File: src/rtl/dkong_pkg.sv
// dkong_pkg
//   Shared definitions for the video-subsystem blocks.
//   - dma_state_e : object-RAM copy engine sequencer states
//   - OBJ_*       : default transfer length and RAM address widths
package dkong_pkg;

  localparam int OBJ_DMA_LEN = 384;
  localparam int OBJ_SRC_AW  = 10;
  localparam int OBJ_DST_AW  = 9;

  typedef enum logic [2:0] {
    DMA_IDLE   = 3'd0,
    DMA_REQ    = 3'd1,
    DMA_XFER   = 3'd2,
    DMA_DRAIN  = 3'd3,
    DMA_PDRAIN = 3'd4,
    DMA_DONE   = 3'd5
  } dma_state_e;

endpackage

File: src/rtl/dkong_obj_dma.sv
// dkong_obj_dma
//   Object-RAM copy engine. A rising edge on I_START (accepted only while
//   idle) requests the CPU bus, and once granted streams LEN bytes from the
//   CPU work RAM into the sprite source RAM at one byte per clock, then
//   releases the bus and pulses O_DONE.
//
// Ports
//   I_CLK, I_RSTn          clock, async active-low reset
//   I_START                frame-start level (rising edge triggers)
//   I_SRC_BASE             first source address, latched on accepted edge
//   O_BUSRQ / I_BUSAK      CPU bus request / grant
//   O_SRC_ADDR, O_SRC_CE   source RAM read port
//   I_SRC_D                source RAM data (registered, zero while CE low)
//   O_DST_ADDR, O_DST_D,
//   O_DST_CE, O_DST_WE     destination RAM write port
//   O_BUSY                 high from accepted edge until release
//   O_DONE                 one-cycle completion pulse
//
// All outputs are registered except O_DST_D, which is a straight
// pass-through of the source RAM data.
module dkong_obj_dma #(
  parameter int LEN    = dkong_pkg::OBJ_DMA_LEN,
  parameter int SRC_AW = dkong_pkg::OBJ_SRC_AW,
  parameter int DST_AW = dkong_pkg::OBJ_DST_AW
) (
  input  logic              I_CLK,
  input  logic              I_RSTn,
  input  logic              I_START,
  input  logic [SRC_AW-1:0] I_SRC_BASE,
  output logic              O_BUSRQ,
  input  logic              I_BUSAK,
  output logic [SRC_AW-1:0] O_SRC_ADDR,
  output logic              O_SRC_CE,
  input  logic [7:0]        I_SRC_D,
  output logic [DST_AW-1:0] O_DST_ADDR,
  output logic [7:0]        O_DST_D,
  output logic              O_DST_CE,
  output logic              O_DST_WE,
  output logic              O_BUSY,
  output logic              O_DONE
);
  import dkong_pkg::*;

  localparam int               CNT_W = DST_AW + 1;
  localparam logic [CNT_W-1:0] LEN_C = CNT_W'(LEN);

  dma_state_e        state;
  logic              start_q;
  logic              start_rise;
  logic [SRC_AW-1:0] base;
  // rd_cnt counts reads already issued (including the one on the bus this
  // cycle); wr_cnt counts writes already scheduled. wr_cnt <= rd_cnt.
  logic [CNT_W-1:0]  rd_cnt;
  logic [CNT_W-1:0]  wr_cnt;

  assign start_rise = I_START & ~start_q;

  // Source RAM output is registered, so the byte addressed in cycle n is on
  // I_SRC_D in cycle n+1 -- exactly when the write side wants it.
  assign O_DST_D = I_SRC_D;

  // Outputs are computed for the *next* cycle alongside the state change,
  // so each state's outputs are visible during the cycle spent in it.
  always_ff @(posedge I_CLK or negedge I_RSTn) begin
    if (!I_RSTn) begin
      state      <= DMA_IDLE;
      start_q    <= 1'b0;
      base       <= '0;
      rd_cnt     <= '0;
      wr_cnt     <= '0;
      O_BUSRQ    <= 1'b0;
      O_SRC_ADDR <= '0;
      O_SRC_CE   <= 1'b0;
      O_DST_ADDR <= '0;
      O_DST_CE   <= 1'b0;
      O_DST_WE   <= 1'b0;
      O_BUSY     <= 1'b0;
      O_DONE     <= 1'b0;
    end else begin
      start_q    <= I_START;
      O_DONE     <= 1'b0;
      O_DST_CE   <= 1'b0;
      O_DST_WE   <= 1'b0;
      O_DST_ADDR <= '0;

      case (state)
        DMA_IDLE: begin
          // Edges in any other state are simply dropped.
          if (start_rise) begin
            base    <= I_SRC_BASE;
            rd_cnt  <= '0;
            wr_cnt  <= '0;
            O_BUSRQ <= 1'b1;
            O_BUSY  <= 1'b1;
            state   <= DMA_REQ;
          end
        end

        DMA_REQ: begin
          // Also the resume point after a lost grant: rd_cnt picks up at the
          // first byte not yet read.
          if (I_BUSAK) begin
            O_SRC_CE   <= 1'b1;
            O_SRC_ADDR <= base + SRC_AW'(rd_cnt);
            rd_cnt     <= rd_cnt + 1'b1;
            state      <= DMA_XFER;
          end
        end

        DMA_XFER: begin
          // The byte read this cycle is written next cycle.
          O_DST_CE   <= 1'b1;
          O_DST_WE   <= 1'b1;
          O_DST_ADDR <= DST_AW'(wr_cnt);
          wr_cnt     <= wr_cnt + 1'b1;
          // Last read wins over a lost grant: finishing needs no more bus.
          if (rd_cnt == LEN_C) begin
            state <= DMA_DRAIN;
          end else if (!I_BUSAK) begin
            state <= DMA_PDRAIN;
          end else begin
            O_SRC_ADDR <= base + SRC_AW'(rd_cnt);
            rd_cnt     <= rd_cnt + 1'b1;
          end
          // O_SRC_CE and O_SRC_ADDR are left untouched when leaving XFER so
          // the source keeps presenting the in-flight byte during its write;
          // the source wrapper would otherwise force the data to 0.
        end

        DMA_DRAIN: begin
          O_SRC_CE   <= 1'b0;
          O_SRC_ADDR <= '0;
          O_BUSRQ    <= 1'b0;
          O_DONE     <= 1'b1;
          state      <= DMA_DONE;
        end

        DMA_PDRAIN: begin
          // Bus request stays up; go back and wait for the grant again.
          O_SRC_CE   <= 1'b0;
          O_SRC_ADDR <= '0;
          state      <= DMA_REQ;
        end

        DMA_DONE: begin
          O_BUSY <= 1'b0;
          state  <= DMA_IDLE;
        end

        default: begin
          O_BUSRQ    <= 1'b0;
          O_SRC_CE   <= 1'b0;
          O_SRC_ADDR <= '0;
          O_BUSY     <= 1'b0;
          state      <= DMA_IDLE;
        end
      endcase
    end
  end

endmodule

File: config.mk
export PLATFORM = sky130hd
export DESIGN_NAME = dkong_obj_dma
export DESIGN_NICKNAME = d
export VERILOG_FILES = /design/src/rtl/dkong_pkg.sv /design/src/rtl/dkong_obj_dma.sv
export SDC_FILE = /design/constraint.sdc
export NUM_CORES = 1
export LEC_CHECK = 0
export ABC_AREA = 1
export BUFFER_PORTS_ARGS = -buffer_cell sky130_fd_sc_hd__buf_2
export CORE_MARGIN = 2
export CORE_UTILIZATION = 51
export DETAILED_ROUTE_END_ITERATION = 10
export PLACE_DENSITY = 0.83
export SYNTH_ARGS = -nofsm -noshare
export SYNTH_HDL_FRONTEND = slang
export SYNTH_SLANG_ARGS = --single-unit
export TNS_END_PERCENT = 1
File: constraint.sdc
create_clock -name I_CLK -period 1.5 [get_ports I_CLK]
set_input_delay 0.225 -clock I_CLK [delete_from_list [all_inputs] [get_ports I_CLK]]
set_output_delay 0.225 -clock I_CLK [all_outputs]
set_load 0.03 [all_outputs]
==> results of run 1 <==
[timing repair]
action	in CTS	in global routing
resized for setup	15	12
setup endpoints to repair	24	41
setup buffers	2	1
hold buffers	2	0
pin swaps	6	1
hold endpoints to repair	58	0
[cells by family (layout without fill, tap and decap cells)]
kind of cell,Yosys count,in the layout,synth area share
AO/OA/AOI/OAI,36,36,0.0641
XOR/XNOR,6,6,0.0165
adder cells (fa/ha/maj),13,13,0.0535
buffers and inverters,51,119,0.0798
flip-flops,57,57,0.448
multiplexers,10,10,0.0425
AND/OR/NAND/NOR,213,213,0.295
[registers in the layout, indices dropped and copies added, names as in the netlist, 3 cells and up]
name        cells
rd_cnt         10
O_SRC_ADDR     10
state           3
wr_cnt          9
O_DST_ADDR      9
base           10
[how the worst max path moves through the flow]
| stage | depth (start not counted) | slack [ns] | from | to |
|---|---|---|---|---|
| final | 9 | -0.14 | rd_cnt[0]$_DFFE_PN0P_ | O_SRC_ADDR[3]$_DFFE_PN0P_ |
| after global routing | 10 | -0.24 | rd_cnt[0]$_DFFE_PN0P_ | O_SRC_ADDR[8]$_DFFE_PN0P_ |
| after floorplan | 10 | -0.08 | rd_cnt[0]$_DFFE_PN0P_ | O_SRC_ADDR[8]$_DFFE_PN0P_ |
| after detailed placement | 7 | -0.1 | rd_cnt[1]$_DFFE_PN0P_ | rd_cnt[8]$_DFFE_PN0P_ |
| after global placement | 10 | -0.06 | rd_cnt[0]$_DFFE_PN0P_ | O_SRC_ADDR[8]$_DFFE_PN0P_ |
| after CTS | 10 | -0.09 | rd_cnt[0]$_DFFE_PN0P_ | O_SRC_ADDR[8]$_DFFE_PN0P_ |
[metal layers]
layer	GRT usage	part of all wire	up-vias
met4	0.0760	0.023	0
met2	0.375	0.49	99
met1	0.267	0.43	1360
met3	0.0596	0.058	21
li1	-	-	1359
met5	0	0	-
[worst max-delay path, delay by kind of cell (launching register included)]
family / cells / cell delay [ns]
simple gates: 6 / 0.82
fa+ha+maj: 1 / 0.13
buf+inv: 2 / 0.18
flops: 1 / 0.39
[where the power goes]
group / internal (uW) / total (uW) / switching [uW]
Clock: 1150 / 1780 / 634
Sequential: 1960 / 2290 / 333
Combinational: 1250 / 3210 / 1960
[final cells by class]
cell class	count	area (um2)
timing repair buffer	67	429
inverter	36	138
sequential	57	1430
clock inverter	5	103
multi-input combinational	278	1590
tap	75	93.8
fill	465	2060
clock buffer	11	141
[placed cells by master (no fill, tap or decap), types with 6 or more instances in the layout]
cell and n:
sky130_fd_sc_hd__inv_1 32, sky130_fd_sc_hd__nand2_1 105, sky130_fd_sc_hd__buf_4 25, sky130_fd_sc_hd__nand2_2 12, sky130_fd_sc_hd__buf_2 38, sky130_fd_sc_hd__nor2_1 34
sky130_fd_sc_hd__nand3_1 28, sky130_fd_sc_hd__clkbuf_8 10, sky130_fd_sc_hd__a21oi_1 6, sky130_fd_sc_hd__dfrtp_1 56, sky130_fd_sc_hd__ha_1 9, sky130_fd_sc_hd__mux2_4 6
sky130_fd_sc_hd__o21ai_1 7, sky130_fd_sc_hd__nor2_2 8, sky130_fd_sc_hd__o21ai_0 15
[metrics by stage]
| stage | setup TNS, ns | std cells | total power (uW) |
|---|---|---|---|
| after floorplan | -0.111 | 386 | 4510 |
| after global placement | -0.489 | 508 | 5110 |
| after detailed placement | -1.60 | 508 | 5220 |
| after CTS | -0.418 | 528 | 7190 |
| after global routing | -3.44 | 529 | 7770 |
| final | -1.21 | 529 | 7290 |
==> reports/qor.txt, run 1 <==
SYNTH
---------------------------------------------------------------------------------
Portion of synthesized cell area occupied by the leading cell type          0.448
Post-synthesis area per instance                                         8.24 um2
Async S/R FF share, synth                                                    1.00
Instance count of the mapped netlist                                          386
Net count after synthesis                                                     421
Post-Synthesis Cell Area                                                 3180 um2
Part of the Yosys area used for sequential elements                         0.448
Count of warnings emitted by yosys                                              0
Cell with the most instances after synthesis                         sky130_fd_sc_hd__nand2_1
Top_reg_cell synth                                                   sky130_fd_sc_hd__dfrtp_1
Number of unique standard cell types used by synthesis                         31
Yosys reg bits                                                                 57
Cell accounting for the most synthesized area                        sky130_fd_sc_hd__dfrtp_1
Main area contributors after synthesis                               sky130_fd_sc_hd__dfrtp_1 (45%), sky130_fd_sc_hd__nand2_1 (13%), sky130_fd_sc_hd__nand3_1 (5.0%)
Number of enable flip-flop cells after synthesis                                0
Most used standard cells in the synthesized netlist                  sky130_fd_sc_hd__nand2_1 (111), sky130_fd_sc_hd__dfrtp_1 (57), sky130_fd_sc_hd__nor2_1 (39), sky130_fd_sc_hd__inv_1 (35), sky130_fd_sc_hd__nand3_1 (32)

DETAILED ROUTING
---------------------------------------------------------------------------------
Post-DRT Antenna Nets                                                           0
Vias per Instance                                                            5.37
Total length of routed wires                                              7300 um
DRC errors left                                                                 0
Number of iterations in the first detailed-routing pass                         4
Total number of vias                                                         2839
Iteration-0 DRC Markers                                                       206
DR WL/cell                                                                13.8 um

MIN PATH
---------------------------------------------------------------------------------
Hold worst-path end                                                  base[8]$_DFFE_PN0P_
Number of instances on the worst hold path                                      2
Worst hold start                                                     I_SRC_BASE[8]
Worst Hold Class                                                     primary input to flop

CRITICAL PATH
---------------------------------------------------------------------------------
Arrival time at the worst endpoint                                        1.86 ns
R2R Path Start                                                       rd_cnt[0]$_DFFE_PN0P_
Endpoint of the worst register-to-register path                      O_SRC_ADDR[3]$_DFFE_PN0P_
CP Data Required Time                                                     1.72 ns
Slowest-stage cell, CP                                               sky130_fd_sc_hd__dfrtp_1
Nature of the critical path endpoint                                         flop
Worst path cell trace                                                buf_6, inv_4, ha_4, nand2_2, nor2_2, nand4_1, nand2_1, nand3b_1, nand2_1
Max Fanout on Critical Path                                                     4
Critical path type                                                   flop to flop
Flop-to-flop setup slack                                                 -0.14 ns
Type of element launching the critical path                                  flop
Length in cells of the worst reg-to-reg path                                    9
Stage delay of the slowest cell on the critical path                      0.39 ns
Most numerous cell on the critical path                              sky130_fd_sc_hd__nand2_1

CLOCK NETWORK
---------------------------------------------------------------------------------
Maximum root-to-sink buffer count                                               2
Clock tree from TritonCTS                                                    done
Number of buffers added by the clock tree synthesis step                        9
Number of levels the H-tree was split into                                      3
Reg clk slew, reported paths                                              0.07 ns
Clock Sink Count                                                               57
Clock network latency to the later pin of the worst-skew pair             0.34 ns
CTS root buf                                                         sky130_fd_sc_hd__clkbuf_8

GRT
---------------------------------------------------------------------------------
Global-route wire length before repair                                   12200 um
Overall routing resource usage                                              0.219
Number of global-route vias before repair                                    2683
Largest net degree at the start of global routing                              58
Antenna violations before repair                                                0
Total gr overflow                                                               0

STA
---------------------------------------------------------------------------------
Remaining max-slew budget at the tightest pin                               0.802
Period utilisation layout                                                    1.09
Max Transition Viols Final                                                      0
Maximum clock rate                                                        610 MHz
Worst-case setup margin in the final layout                             -0.140 ns
Final Hold Viols                                                                0
Worst hold slack                                                         0.121 ns
Final setup violation count                                                    15
Unrepaired setup endpoints after global routing                               yes
Clock Skews                                                             0.0102 ns
Post-layout minimum cycle time                                            1.64 ns
Transition time at the pin with the least slew margin                    0.296 ns

PLACE
---------------------------------------------------------------------------------
HPWL reported at the end of detailed placement                            5000 um
Port Buffers                                                                   38
Area after detailed placement                                            3560 um2
Final weighted congestion of routability-driven global placement            0.944
Post-placement setup slack                                             -0.0953 ns

LAYOUT
---------------------------------------------------------------------------------
Layout cells sized above 1                                                  0.304
Layout area overhead                                                        23.4%
Final design instance area without fill                                  3930 um2
Nets                                                                          484
Fraction of the core area covered by cells at the end of the flow           0.655
Antenna diode count                                                             0

OUTCOME
---------------------------------------------------------------------------------
Violations in the final reports                                      negative setup slack
Result of the run                                                    finished with violations

FLOORPLAN
---------------------------------------------------------------------------------
Vertical extent of the die                                                83.0 um
Placeable core area                                                      5990 um2
Initial core utilization                                                    0.531
Standard-cell rows                                                             28
I/O pin cnt                                                                    55
Horizontal die dimension                                                  83.0 um
Die area                                                                 6890 um2

JOB
---------------------------------------------------------------------------------
Maximum capacitance violations                                                  0

POWER AND IR DROP
---------------------------------------------------------------------------------
Total power per unit cell area                                        1860 nW/um2
Peak supply drop                                                           920 uV
Cell leakage power                                                     0.00200 uW

Note: power is estimated with default switching activity, not from simulation.
==> inputs of run 2 (changes only) <==
--- a/config.mk
+++ b/config.mk
@@ -5,12 +5,13 @@
 export SDC_FILE = /design/constraint.sdc
 export NUM_CORES = 1
 export LEC_CHECK = 0
-export ABC_AREA = 1
 export BUFFER_PORTS_ARGS = -buffer_cell sky130_fd_sc_hd__buf_2
+export CELL_PAD_IN_SITES_DETAIL_PLACEMENT = 1
+export CELL_PAD_IN_SITES_GLOBAL_PLACEMENT = 1
 export CORE_MARGIN = 2
-export CORE_UTILIZATION = 51
+export CORE_UTILIZATION = 38
 export DETAILED_ROUTE_END_ITERATION = 10
-export PLACE_DENSITY = 0.83
+export PLACE_DENSITY = 0.81
 export SYNTH_ARGS = -nofsm -noshare
 export SYNTH_HDL_FRONTEND = slang
 export SYNTH_SLANG_ARGS = --single-unit
==> reports/qor.txt, run 2 <==
DETAILED ROUTING
---------------------------------------------------------------------------------
DRC errors left                                                                 0   unchanged
Post-DRT Antenna Nets                                                           0   unchanged
Total length of routed wires                                              8340 um   +14%
Iteration-0 DRC Markers                                                        93   -55%
Number of iterations in the first detailed-routing pass                         4   unchanged
Vias per Instance                                                            5.29   -1.4%
DR WL/cell                                                                17.2 um   +24%
Total number of vias                                                         2571   -9.4%

SYNTH
---------------------------------------------------------------------------------
Async S/R FF share, synth                                                    1.00   unchanged
Cell accounting for the most synthesized area                        sky130_fd_sc_hd__dfrtp_1
Post-Synthesis Cell Area                                                 2920 um2   -8.3%
Portion of synthesized cell area occupied by the leading cell type          0.489   +0.0404
Part of the Yosys area used for sequential elements                         0.489   +0.0404
Most used standard cells in the synthesized netlist                  sky130_fd_sc_hd__dfrtp_1 (57), sky130_fd_sc_hd__nand2_1 (54), sky130_fd_sc_hd__o21ai_0 (26), sky130_fd_sc_hd__nor2_1 (19)
Cell with the most instances after synthesis                         sky130_fd_sc_hd__dfrtp_1
Post-synthesis area per instance                                         9.63 um2   +17%
Yosys reg bits                                                                 57   unchanged
Main area contributors after synthesis                               sky130_fd_sc_hd__dfrtp_1 (49%), sky130_fd_sc_hd__nand2_1 (6.9%), sky130_fd_sc_hd__ha_1 (5.1%)
Count of warnings emitted by yosys                                              0   unchanged
Net count after synthesis                                                     338   -20%
Number of unique standard cell types used by synthesis                         51   +65%
Number of enable flip-flop cells after synthesis                                0   unchanged
Instance count of the mapped netlist                                          303   -22%
Top_reg_cell synth                                                   sky130_fd_sc_hd__dfrtp_1

STA
---------------------------------------------------------------------------------
Clock Skews                                                            0.00863 ns   -0.00154 ns
Worst-case setup margin in the final layout                             -0.452 ns   -0.312 ns
Max Transition Viols Final                                                      0   unchanged
Unrepaired setup endpoints after global routing                               yes
Period utilisation layout                                                    1.30   +0.208
Transition time at the pin with the least slew margin                    0.372 ns   +0.0759 ns
Post-layout minimum cycle time                                            1.95 ns   +0.312 ns
Final Hold Viols                                                                0   unchanged
Final setup violation count                                                    28   +13
Remaining max-slew budget at the tightest pin                               0.752   -0.0509
Maximum clock rate                                                        512 MHz   -16%

CRITICAL PATH
---------------------------------------------------------------------------------
Type of element launching the critical path                                  flop
Worst path buffer plus inverter count                                           0   -2
Kind of cell adding the most delay to the critical path              compound AO/OA/AOI/OAI gates
Origin of the worst setup path                                       rd_cnt[0]$_DFFE_PN0P_
Critical path type                                                   flop to flop
Nature of the critical path endpoint                                         flop
CP Data Required Time                                                     1.74 ns   +0.02 ns
Arrival time at the worst endpoint                                        2.19 ns   +0.33 ns
Max Fanout on Critical Path                                                     3   -1
Stage delay of the slowest cell on the critical path                      0.40 ns   about the same
Worst path cell trace                                                ha_2, fa_2, a211oi_2, nor2_1, a221oi_2, xnor2_1, a22o_1
Slowest-stage cell, CP                                               sky130_fd_sc_hd__dfrtp_1
R2R Path Start                                                       rd_cnt[0]$_DFFE_PN0P_

CLOCK NETWORK
---------------------------------------------------------------------------------
CTS root buf                                                         sky130_fd_sc_hd__clkbuf_8
Clock tree from TritonCTS                                                    done
Maximum root-to-sink buffer count                                               2   unchanged
Post-CTS setup buffer count                                                     0   -2
Clock Sink Count                                                               57   unchanged
Number of levels the H-tree was split into                                      3   unchanged
Reg clk slew, reported paths                                              0.07 ns   about the same
Number of buffers added by the clock tree synthesis step                        9   unchanged
Clock network latency to the later pin of the worst-skew pair             0.35 ns   about the same

GRT
---------------------------------------------------------------------------------
Global-route wire length before repair                                   13700 um   +12%
Largest net degree at the start of global routing                              58   unchanged
Overall routing resource usage                                              0.209   -0.00989
Total gr overflow                                                               0   unchanged
Antenna violations before repair                                                0   unchanged
Number of global-route vias before repair                                    2805   +4.5%

FLOORPLAN
---------------------------------------------------------------------------------
Placeable core area                                                      7330 um2   +22%
Initial core utilization                                                    0.398   -0.133
Horizontal die dimension                                                  91.6 um   +10%
Standard-cell rows                                                             31   +11%
Vertical extent of the die                                                91.6 um   +10%
I/O pin cnt                                                                    55   unchanged
Die area                                                                 8400 um2   +22%

PLACE
---------------------------------------------------------------------------------
Port Buffers                                                                   38   unchanged
HPWL reported at the end of detailed placement                            5640 um   +13%
Post-placement setup slack                                              -0.487 ns   -0.392 ns
Final weighted congestion of routability-driven global placement            0.753   -20%

OUTCOME
---------------------------------------------------------------------------------
Violations in the final reports                                      negative setup slack
Result of the run                                                    finished with violations

LAYOUT
---------------------------------------------------------------------------------
Layout area overhead                                                        33.0%
Fraction of the core area covered by cells at the end of the flow           0.530   -0.126
Largest regs                                                         O_SRC_ADDR: 10 flops, base: 10 flops, rd_cnt: 10 flops
Most common cell after layout, fill and taps aside                   sky130_fd_sc_hd__dfrtp_1
Leading cell types in the layout, fill and taps excluded             sky130_fd_sc_hd__dfrtp_1 (55), sky130_fd_sc_hd__nand2_1 (52), sky130_fd_sc_hd__buf_4 (40)
Antenna diode count                                                             0   unchanged
Nets                                                                          418   -14%
Layout cells sized above 1                                                  0.349   +0.0449

MIN PATH
---------------------------------------------------------------------------------
Worst hold start                                                          I_START
Worst Hold Class                                                     primary input to flop

POWER AND IR DROP
---------------------------------------------------------------------------------
Peak supply drop                                                           678 uV   -26%
Cell leakage power                                                     0.00198 uW   -0.90%
Total power per unit cell area                                        1850 nW/um2   -0.43%

JOB
---------------------------------------------------------------------------------
Maximum capacitance violations                                                  0   unchanged

==> run 2: final timing paths <==
kind	endpoint	slack, ns	cells after the start
worst max-delay path	O_SRC_ADDR[8]$_DFFE_PN0P_	-0.45	7
worst min-delay path	start_q$_DFF_PN0_	0.02	1
worst max register to register	O_SRC_ADDR[8]$_DFFE_PN0P_	-0.45	7
worst min register to register	wr_cnt[8]$_DFFE_PN0P_	0.49	1
max in group asynchronous	rd_cnt[3]$_DFFE_PN0P_	0.83	3
min in group asynchronous	O_SRC_ADDR[3]$_DFFE_PN0P_	0.40	3
==> run 2: final cells by class <==
class | count | area (um2)
Clock buffer | 12 | 155
Inverter | 9 | 36.3
Clock inverter | 3 | 40.0
Tap cell | 99 | 124
Fill cell | 828 | 3450
Timing Repair Buffer | 87 | 612
Multi-Input combinational cell | 219 | 1490
Sequential cell | 57 | 1430
==> run 2: where the power goes <==
| group | internal [uW] | switching [uW] | total (uW) |
|---|---|---|---|
| clock | 843 | 626 | 1470 |
| sequential | 1930 | 301 | 2230 |
| combinational | 1490 | 1990 | 3480 |
==> run 2: logic make-up (layout without fill, tap and decap cells) <==
family                     count (synthesis)  in the layout  share of synthesized area
DFF                                       57             57                      0.489
and+or+nand+nor                          115            115                      0.187
xor gates and xnor gates                  12             12                     0.0360
buffers and inverters                     27            111                     0.0476
adders and majority gates                 13             13                     0.0583
AOI/OAI and AO/OA                         78             78                      0.178
muxes                                      1              1                    0.00386
==> run 2: metal layers <==
layer / wire [um] / track usage / up-vias / share of wire
met5: 0 / 0 / - / 0
met4: 258 / 0.111 / 0 / 0.031
met3: 251 / 0.0419 / 18 / 0.030
met2: 4220 / 0.359 / 42 / 0.51
met1: 3610 / 0.247 / 1292 / 0.43
li1: - / - / 1219 / -
==> run 2: metrics by stage <==
step	instances	area, um2	setup TNS [ns]	hold WS (ns)	total power (uW)
2_1_floorplan	303	2950	-6.92	-0.0706	4100
3_3_place_gp	470	3540	-8.00	0.252	5160
3_5_place_dp	470	3540	-10.61	0.254	5330
4_1_cts	486	3810	-5.82	0.0123	7000
5_1_grt	486	3880	-8.73	0.0296	7630
6_report	486	3880	-5.84	0.0200	7180
==> run 2: timing repair <==
item                                    in CTS  in global routing
hold buffers                                 1                  0
pin swaps                                   15                 11
gates resized for setup                     31                 17
endpoints found under the hold margin       57                  0
endpoints found under the setup margin      41                 42
